File: src/rtl/alu_op_sequencer.sv
// alu_op_sequencer: collects A, B and a funct opcode from one bus, executes once,
// holds result/flags under valid/ack. Ports: i_clk, i_resetN, i_data, i_loadA/B/Op,
// i_ack, o_result, o_valid, o_opError, o_zero/o_carry/o_overflow.
// Build option: define ALU_FLAGS_EN to register zero/carry/overflow flags.
module alu_op_sequencer #(
  parameter int p_dataWidth = 8,
  parameter int p_opWidth   = 6
) (
  input  logic                   i_clk,
  input  logic                   i_resetN,
  input  logic [p_dataWidth-1:0] i_data,
  input  logic                   i_loadA,
  input  logic                   i_loadB,
  input  logic                   i_loadOp,
  input  logic                   i_ack,
  output logic [p_dataWidth-1:0] o_result,
  output logic                   o_valid,
  output logic                   o_opError,
  output logic                   o_zero,
  output logic                   o_carry,
  output logic                   o_overflow
);

  localparam int L_SW  = $clog2(p_dataWidth);
  localparam int L_MSB = p_dataWidth - 1;

  localparam logic [p_opWidth-1:0] L_ADD = p_opWidth'(6'b100000);
  localparam logic [p_opWidth-1:0] L_SUB = p_opWidth'(6'b100010);
  localparam logic [p_opWidth-1:0] L_AND = p_opWidth'(6'b100100);
  localparam logic [p_opWidth-1:0] L_OR  = p_opWidth'(6'b100101);
  localparam logic [p_opWidth-1:0] L_XOR = p_opWidth'(6'b100110);
  localparam logic [p_opWidth-1:0] L_NOR = p_opWidth'(6'b100111);
  localparam logic [p_opWidth-1:0] L_SRL = p_opWidth'(6'b000010);
  localparam logic [p_opWidth-1:0] L_SRA = p_opWidth'(6'b000011);

  typedef enum logic [1:0] {
    S_COLLECT,
    S_EXEC,
    S_DONE
  } state_t;

  state_t r_state;
  state_t w_next;

  logic [p_dataWidth-1:0] r_a;
  logic [p_dataWidth-1:0] r_b;
  logic [p_opWidth-1:0]   r_op;
  logic [2:0]             r_mask;
  logic [p_dataWidth-1:0] r_result;
  logic                   r_opError;

  logic [p_opWidth-1:0]   w_opIn;
  logic                   w_ldA;
  logic                   w_ldB;
  logic                   w_ldOp;
  logic [L_SW-1:0]        w_sh;
  logic [p_dataWidth-1:0] w_res;
  logic                   w_err;

  generate
    if (p_dataWidth >= p_opWidth) begin : g_opSlice
      assign w_opIn = i_data[p_opWidth-1:0];
    end else begin : g_opExt
      assign w_opIn = {{(p_opWidth-p_dataWidth){1'b0}}, i_data};
    end
  endgenerate

  // One strobe per cycle wins: A over B over Op.
  assign w_ldA  = (r_state == S_COLLECT) & i_loadA;
  assign w_ldB  = (r_state == S_COLLECT) & ~i_loadA & i_loadB;
  assign w_ldOp = (r_state == S_COLLECT) & ~i_loadA & ~i_loadB & i_loadOp;

  always_ff @(posedge i_clk or negedge i_resetN) begin
    if (!i_resetN) r_state <= S_COLLECT;
    else           r_state <= w_next;
  end

  always_comb begin
    w_next = r_state;
    unique case (r_state)
      S_COLLECT: if (r_mask == 3'b111) w_next = S_EXEC;
      S_EXEC:    w_next = S_DONE;
      S_DONE:    if (i_ack) w_next = S_COLLECT;
      default:   w_next = S_COLLECT;
    endcase
  end

  always_ff @(posedge i_clk or negedge i_resetN) begin
    if (!i_resetN) begin
      r_a    <= '0;
      r_b    <= '0;
      r_op   <= '0;
      r_mask <= '0;
    end else begin
      if (w_ldA)  r_a  <= i_data;
      if (w_ldB)  r_b  <= i_data;
      if (w_ldOp) r_op <= w_opIn;
      if (r_state == S_DONE && i_ack) r_mask <= '0;
      else r_mask <= r_mask | {w_ldOp, w_ldB, w_ldA};
    end
  end

  assign w_sh = r_b[L_SW-1:0];

  always_comb begin
    w_res = '0;
    w_err = 1'b0;
    case (r_op)
      L_ADD:   w_res = r_a + r_b;
      L_SUB:   w_res = r_a - r_b;
      L_AND:   w_res = r_a & r_b;
      L_OR:    w_res = r_a | r_b;
      L_XOR:   w_res = r_a ^ r_b;
      L_NOR:   w_res = ~(r_a | r_b);
      L_SRL:   w_res = r_a >> w_sh;
      L_SRA:   w_res = $unsigned($signed(r_a) >>> w_sh);
      default: w_err = 1'b1;
    endcase
  end

  always_ff @(posedge i_clk or negedge i_resetN) begin
    if (!i_resetN) begin
      r_result  <= '0;
      r_opError <= 1'b0;
    end else if (r_state == S_EXEC) begin
      r_result  <= w_res;
      r_opError <= w_err;
    end
  end

  assign o_result  = r_result;
  assign o_opError = r_opError;
  assign o_valid   = (r_state == S_DONE);

`ifdef ALU_FLAGS_EN
  logic w_isAdd;
  logic w_isSub;
  logic w_zero;
  logic w_carry;
  logic w_ovf;
  logic r_zero;
  logic r_carry;
  logic r_ovf;

  assign w_isAdd = (r_op == L_ADD);
  assign w_isSub = (r_op == L_SUB);
  assign w_zero  = ~w_err & (w_res == '0);
  // Wrapped sum below A means a carry-out; borrow is A < B unsigned.
  assign w_carry = (w_isAdd & (w_res < r_a)) |
                   (w_isSub & (r_a < r_b));
  assign w_ovf   = (w_isAdd & (r_a[L_MSB] == r_b[L_MSB]) &
                    (w_res[L_MSB] != r_a[L_MSB])) |
                   (w_isSub & (r_a[L_MSB] != r_b[L_MSB]) &
                    (w_res[L_MSB] != r_a[L_MSB]));

  always_ff @(posedge i_clk or negedge i_resetN) begin
    if (!i_resetN) begin
      r_zero  <= 1'b0;
      r_carry <= 1'b0;
      r_ovf   <= 1'b0;
    end else if (r_state == S_EXEC) begin
      r_zero  <= w_zero;
      r_carry <= w_carry;
      r_ovf   <= w_ovf;
    end
  end

  assign o_zero     = r_zero;
  assign o_carry    = r_carry;
  assign o_overflow = r_ovf;
`else
  assign o_zero     = 1'b0;
  assign o_carry    = 1'b0;
  assign o_overflow = 1'b0;
`endif

endmodule
File: config.mk
export PLATFORM = sky130hd
export DESIGN_NAME = alu_op_sequencer
export DESIGN_NICKNAME = d
export VERILOG_FILES = /design/src/rtl/alu_op_sequencer.sv
export SDC_FILE = /design/constraint.sdc
export NUM_CORES = 1
export LEC_CHECK = 0
export CAP_MARGIN = 20
export CORE_MARGIN = 2
export CORE_UTILIZATION = 40
export CTS_CLUSTER_SIZE = 20
export DETAILED_ROUTE_END_ITERATION = 6
export MAX_ROUTING_LAYER = met4
export SLEW_MARGIN = 20
export SYNTH_ARGS = -nofsm -noshare
export SYNTH_HDL_FRONTEND = slang
export SYNTH_SLANG_ARGS = --single-unit
File: constraint.sdc
create_clock -name i_clk -period 7.45 [get_ports i_clk]
set_input_delay 1.49 -clock i_clk [delete_from_list [all_inputs] [get_ports i_clk]]
set_output_delay 1.49 -clock i_clk [all_outputs]
set_load 0.03 [all_outputs]
## Word level (Yosys, flattened, before mapping)

Cells that the tools add are included.

- Flip-flop bits (word level): 36
- Input bits: 14
- Output and inout port bits: 13
- Word-level logic and storage cells: 46

- Add/sub/neg operators: 2
- Equality and inequality tests: 13
- Shift-type cells: 2
- Multiplexer cells: 6
- Bitwise logic cells: 12
- Reduce and logical (&&, ||, !) cells: 4

Operator list:

| kind | number |
|---|---|
| one-hot mux 8 bit (8 select lines) | 1 |
| equality test 6 bit, second input constant | 6 |
| equality test 6 x 2 -> 1 bit, second input constant | 2 |
| adder 8 bit | 1 |
| bitwise AND 8 bit | 1 |
| NOT 8 bit | 1 |
| OR 8 bit | 1 |
| OR reduction 8 bit | 1 |
| >> shifter 8 x 3 -> 8 bit | 1 |
| >>> shifter 8 x 3 -> 8 bit | 1 |
| subtractor 8 bit | 1 |
| XOR 8 bit | 1 |
| one-hot mux 2 bit (3 select lines) | 1 |
| bitwise AND 1 bit | 5 |
| two-way mux 2 bit | 2 |
| equality test 3 bit, second input constant | 1 |
| two-way mux 3 bit | 1 |
| OR 3 bit | 1 |
| equality test 2 x 1 -> 1 bit, second input constant | 1 |
| equality test 2 bit, second input constant | 1 |
| zero test 2 bit | 1 |
| != test 2 x 1 -> 1 bit, second input constant | 1 |
| != test 2 bit, second input constant | 1 |
| NOT 1 bit | 2 |
| other kinds (3) | 3 |

## Logic depth before layout (Yosys ltp)

- Depth after elaboration: 6
- Mapped depth: 12
- Mapped depth without buffers: 11

## Worst setup path after synthesis

OpenSTA, ideal clock, no wires.

- Kind: reg-to-reg
- From: register r_op[3]
- To: register r_result[6], in the netlist o_result[6]
- Arrival: 2.600 ns
- Required time: 7.354 ns
- Path slack: 4.755 ns
- Cell stages (with the launch flop): 11
- Buffers on the path: 0
- Period minus slack after synthesis: 2.695 ns
- Cells stage by stage: dfrtp_1 > or4b_4 > nor2_4 > mux2_2 > fa_1 > nor2b_1 > nor3_1 > o21bai_1 > a21oi_1 > xor2_1 > o31ai_1

- Word-level cells in the longest chain between the ends: 2
- Elaborated cells between the ends (all ways): 9

RTL lines:

| element | RTL line | source |
|---|---|---|
| start: declaration | 47 | `logic [p_opWidth-1:0] r_op;` |
| start signal: assignment | 97 | `if (w_ldOp) r_op <= w_opIn;` |
| equality test 6 x 2 -> 1 bit or equality test 6 bit (tied branches) | 108 | `case (r_op)` |
| one-hot mux 8 bit (8 select lines) (*) | 108 |  |
| end signal: assignment | 126 | `r_result <= w_res;` |
| end: declaration | 49 | `logic [p_dataWidth-1:0] r_result;` |

Mark *: on every way between the ends. The rest lies on a longest branch, timed or not.
A chain may end at the register's enable or synchronous reset.

## Final worst setup path

- From: register r_state[0]
- To: output port o_valid

- Word-level cells in the longest chain between the ends: 1

RTL lines:

| element | RTL line | source |
|---|---|---|
| start: declaration | 42 | `state_t r_state;` |
| start signal: assignment | 75 | `else r_state <= w_next;` |
| equality test 2 bit | 133 | `assign o_valid = (r_state == S_DONE);` |
| end: declaration | 17 | `output logic o_valid,` |

Every way passes these cells.

==> qor.csv <==
metric,value,unit
status,"complete, no violations",
M1 WL,3.13,mm
CP Max Fanout,6,
"top cells by area, synth","dfrtp_1 33%, ha_1 11%, nand2_1 5.3%",
share of post-route cells with drive strength above 1,0.103,
P_int,0.000821,W
Most used DFF post-synth,dfrtp_1,
min cycle time layout,3150,ps
Lkg Pwr,1.34,nW
Routed Antenna Nets,0,
Sw Ratio,0.469,
Synth Area in Simple Gates,0.136,
Commonest cells post-synth,"38 x nand2_1, 36 x dfrtp_1, 26 x o21ai_0",
CTS Root Cell,clkbuf_8,
main combinational cell family by area after synthesis,compound AO/OA/AOI/OAI gates,
CTS Buf Count,5,
# DRC,0,
vias per cell,5.43,
Clock Latency Late Sink,290,ps
DR vias,2105,
Post-synth EDFFs,0,
post-synthesis cell area,2700,sq um
setup TNS,0,ps
clk buf depth,2,
# diodes,0,
Final GP Congestion,0.905,
sequential share of the synthesized area,0.333,
Compound-Gate Fraction of Synth Area,0.182,
Area Growth Syn to Fin,13.5,%
mean post-synth cell area,9.23,sq um
largest net degree at the start of global routing,37,
highest metal used,met4,
drt pass-1 iters,4,
Sw Pwr,0.000726,W
Worst Setup End Kind,primary output,
# rows,29,
slew at the pin closest to its max-slew limit,814,ps
Setup crit start kind,flip-flop,
die area,7430,sq um
# fillers,639,
Synth warnings,0,
CP required,5960,ps
clk sinks,36,
xor and xnor area share after synthesis,0.0416,
Max VDD drop,0.156,mV
Core Region,6460,sq um
global-route wire length before repair,10.4,mm
Final nets,349,
"non-filler cells, final",388,
IO Port Bufs,23,
combinational power share,0.616,
setup ws final,4300,ps
IO Pins,27,
"Async S/R FF share, synth",1.00,
Final setup viols,0,
vias in the first global route,1978,
initial antenna violation count,0,
slew margin rel.,0.457,
Die X,86.2,microns
Avg WL per Cell,15.8,microns
setup repair bufs after CTS,0,
top cell type's share of synthesized area,0.333,
Initial Util,0.419,
hold buffers post-CTS,0,
Clk pwr share,0.111,
Final Hold Vio Count,0,
Clock Pin Slew Worst Setup and Hold Paths,70,ps
max-cap violations,0,
Post-Route WL,6.14,mm
WL met3,219,microns
post-synthesis adder-cell area fraction,0.118,
Pins Over Slew Limit,0,
met2 WL,2.70,mm
H-Tree Depth,2,
WP data arrival,1660,ps
RSZ-0062 raised after global routing,no,
post-cts repair resize count,0,
critical path class,reg2out,
Synth area leader,dfrtp_1,
post-route cell area,3070,sq um
gr ovfl total,0,
Peak Freq,0.318,GHz
total track usage,0.186,
Hold Crit Class,reg2reg,
Syn Inst Count,293,
Chip Height,86.2,microns
CTS tree,yes,
dpl hpwl,4.67,mm
sequential power share,0.273,
Area after DPL,2960,sq um
Netlist cell types,53,
pre-CTS setup slack,4370,ps
Yosys reg bits,36,
Pwr per Cell Area,504,nW/um^2
mux contribution to synthesized area,0.124,
Placed Instances,380,
DRT iter0 DRCs,224,
Worst Skew,3.99,ps
most frequent cell after synthesis,nand2_1,
Final period util,0.423,
==> logic make-up after synthesis <==
kind of cell               after synthesis
buffers and inverters                   40
AOI/OAI and AO/OA                       75
DFF                                     36
adders and majority gates               25
other                                    1
muxes                                   26
xor gates and xnor gates                12
and+or+nand+nor                         78
==> critical path: stages, from the launching register on <==
cell and delay (ps):
dfrtp_1 450, nand2b_1 180, inv_1 80, clkdlybuf4s50_1 670
==> power by group through the flow <==
stage          clock (W)  sequential, W  combinational [W]
2_1_floorplan          0       0.000388           0.000758
3_3_place_gp           0       0.000422           0.000927
3_5_place_dp           0       0.000424           0.000945
4_1_cts         0.000176       0.000420           0.000953
5_1_grt         0.000186       0.000440            0.00107
6_report        0.000171       0.000422           0.000954
==> path summary, 6_finish.rpt <==
check / start / slack [ps] / endpoint / cells past startpoint
max: r_state[0] / 4300 / o_valid / 3
min: o_result[3] / 480 / o_result[3] / 2
max reg2reg: r_op[1] / 4330 / o_result[6] / 10
min reg2reg: o_result[3] / 480 / o_result[3] / 2
max in group asynchronous: i_resetN / 5650 / r_a[7] / 1
min in group asynchronous: i_resetN / 1290 / r_b[1] / 1
==> sequential cells by signal, indices dropped and copies added (netlist names) <==
name and count:
r_b 8, r_state 2, r_mask 3, o_opError 1, r_op 6, r_a 8
o_result 8
==> cell usage in the layout, fill, tap and decap left out, types with 3 or more instances in the layout <==
master / n
a211oi_1: 5
a21boi_0: 3
a21oi_1: 12
clkbuf_8: 5
clkdlybuf4s50_1: 22
conb_1: 3
dfrtp_1: 36
ha_1: 24
inv_1: 22
mux2_2: 9
mux2i_1: 12
mux4_2: 5
nand2_1: 38
nand2b_1: 3
nand3_1: 4
nor2_1: 15
nor3_1: 5
o211ai_1: 3
o21a_1: 3
o21ai_0: 26
o21ai_1: 3
o22ai_1: 3
xnor2_1: 8
xor2_1: 3
==> layer usage <==
metal | vias to the layer above | track usage
met5 | - | -
li1 | 1067 | -
met2 | 39 | 0.273
met1 | 992 | 0.263
met4 | 0 | 0.0582
met3 | 7 | 0.0333
==> metrics by stage <==
step            util  hold slack [ps]  power (W)
3_5_place_dp   0.459              464    0.00137
5_1_grt        0.475              503    0.00170
6_report       0.475              477    0.00155
3_3_place_gp   0.459              458    0.00135
4_1_cts        0.475              483    0.00155
2_1_floorplan      -              464    0.00115
==> area by class of cell <==
type	count	area, sq um	area share
clock inverter	2	35.0	0.0114
tap	77	96.3	0.0314
sequential	36	901	0.294
clock buffer	6	72.6	0.0236
multi-input combinational	219	1640	0.534
inverter	23	86.3	0.0281
timing repair buffer	25	240	0.0783
Power figures use the tool's default switching activity.
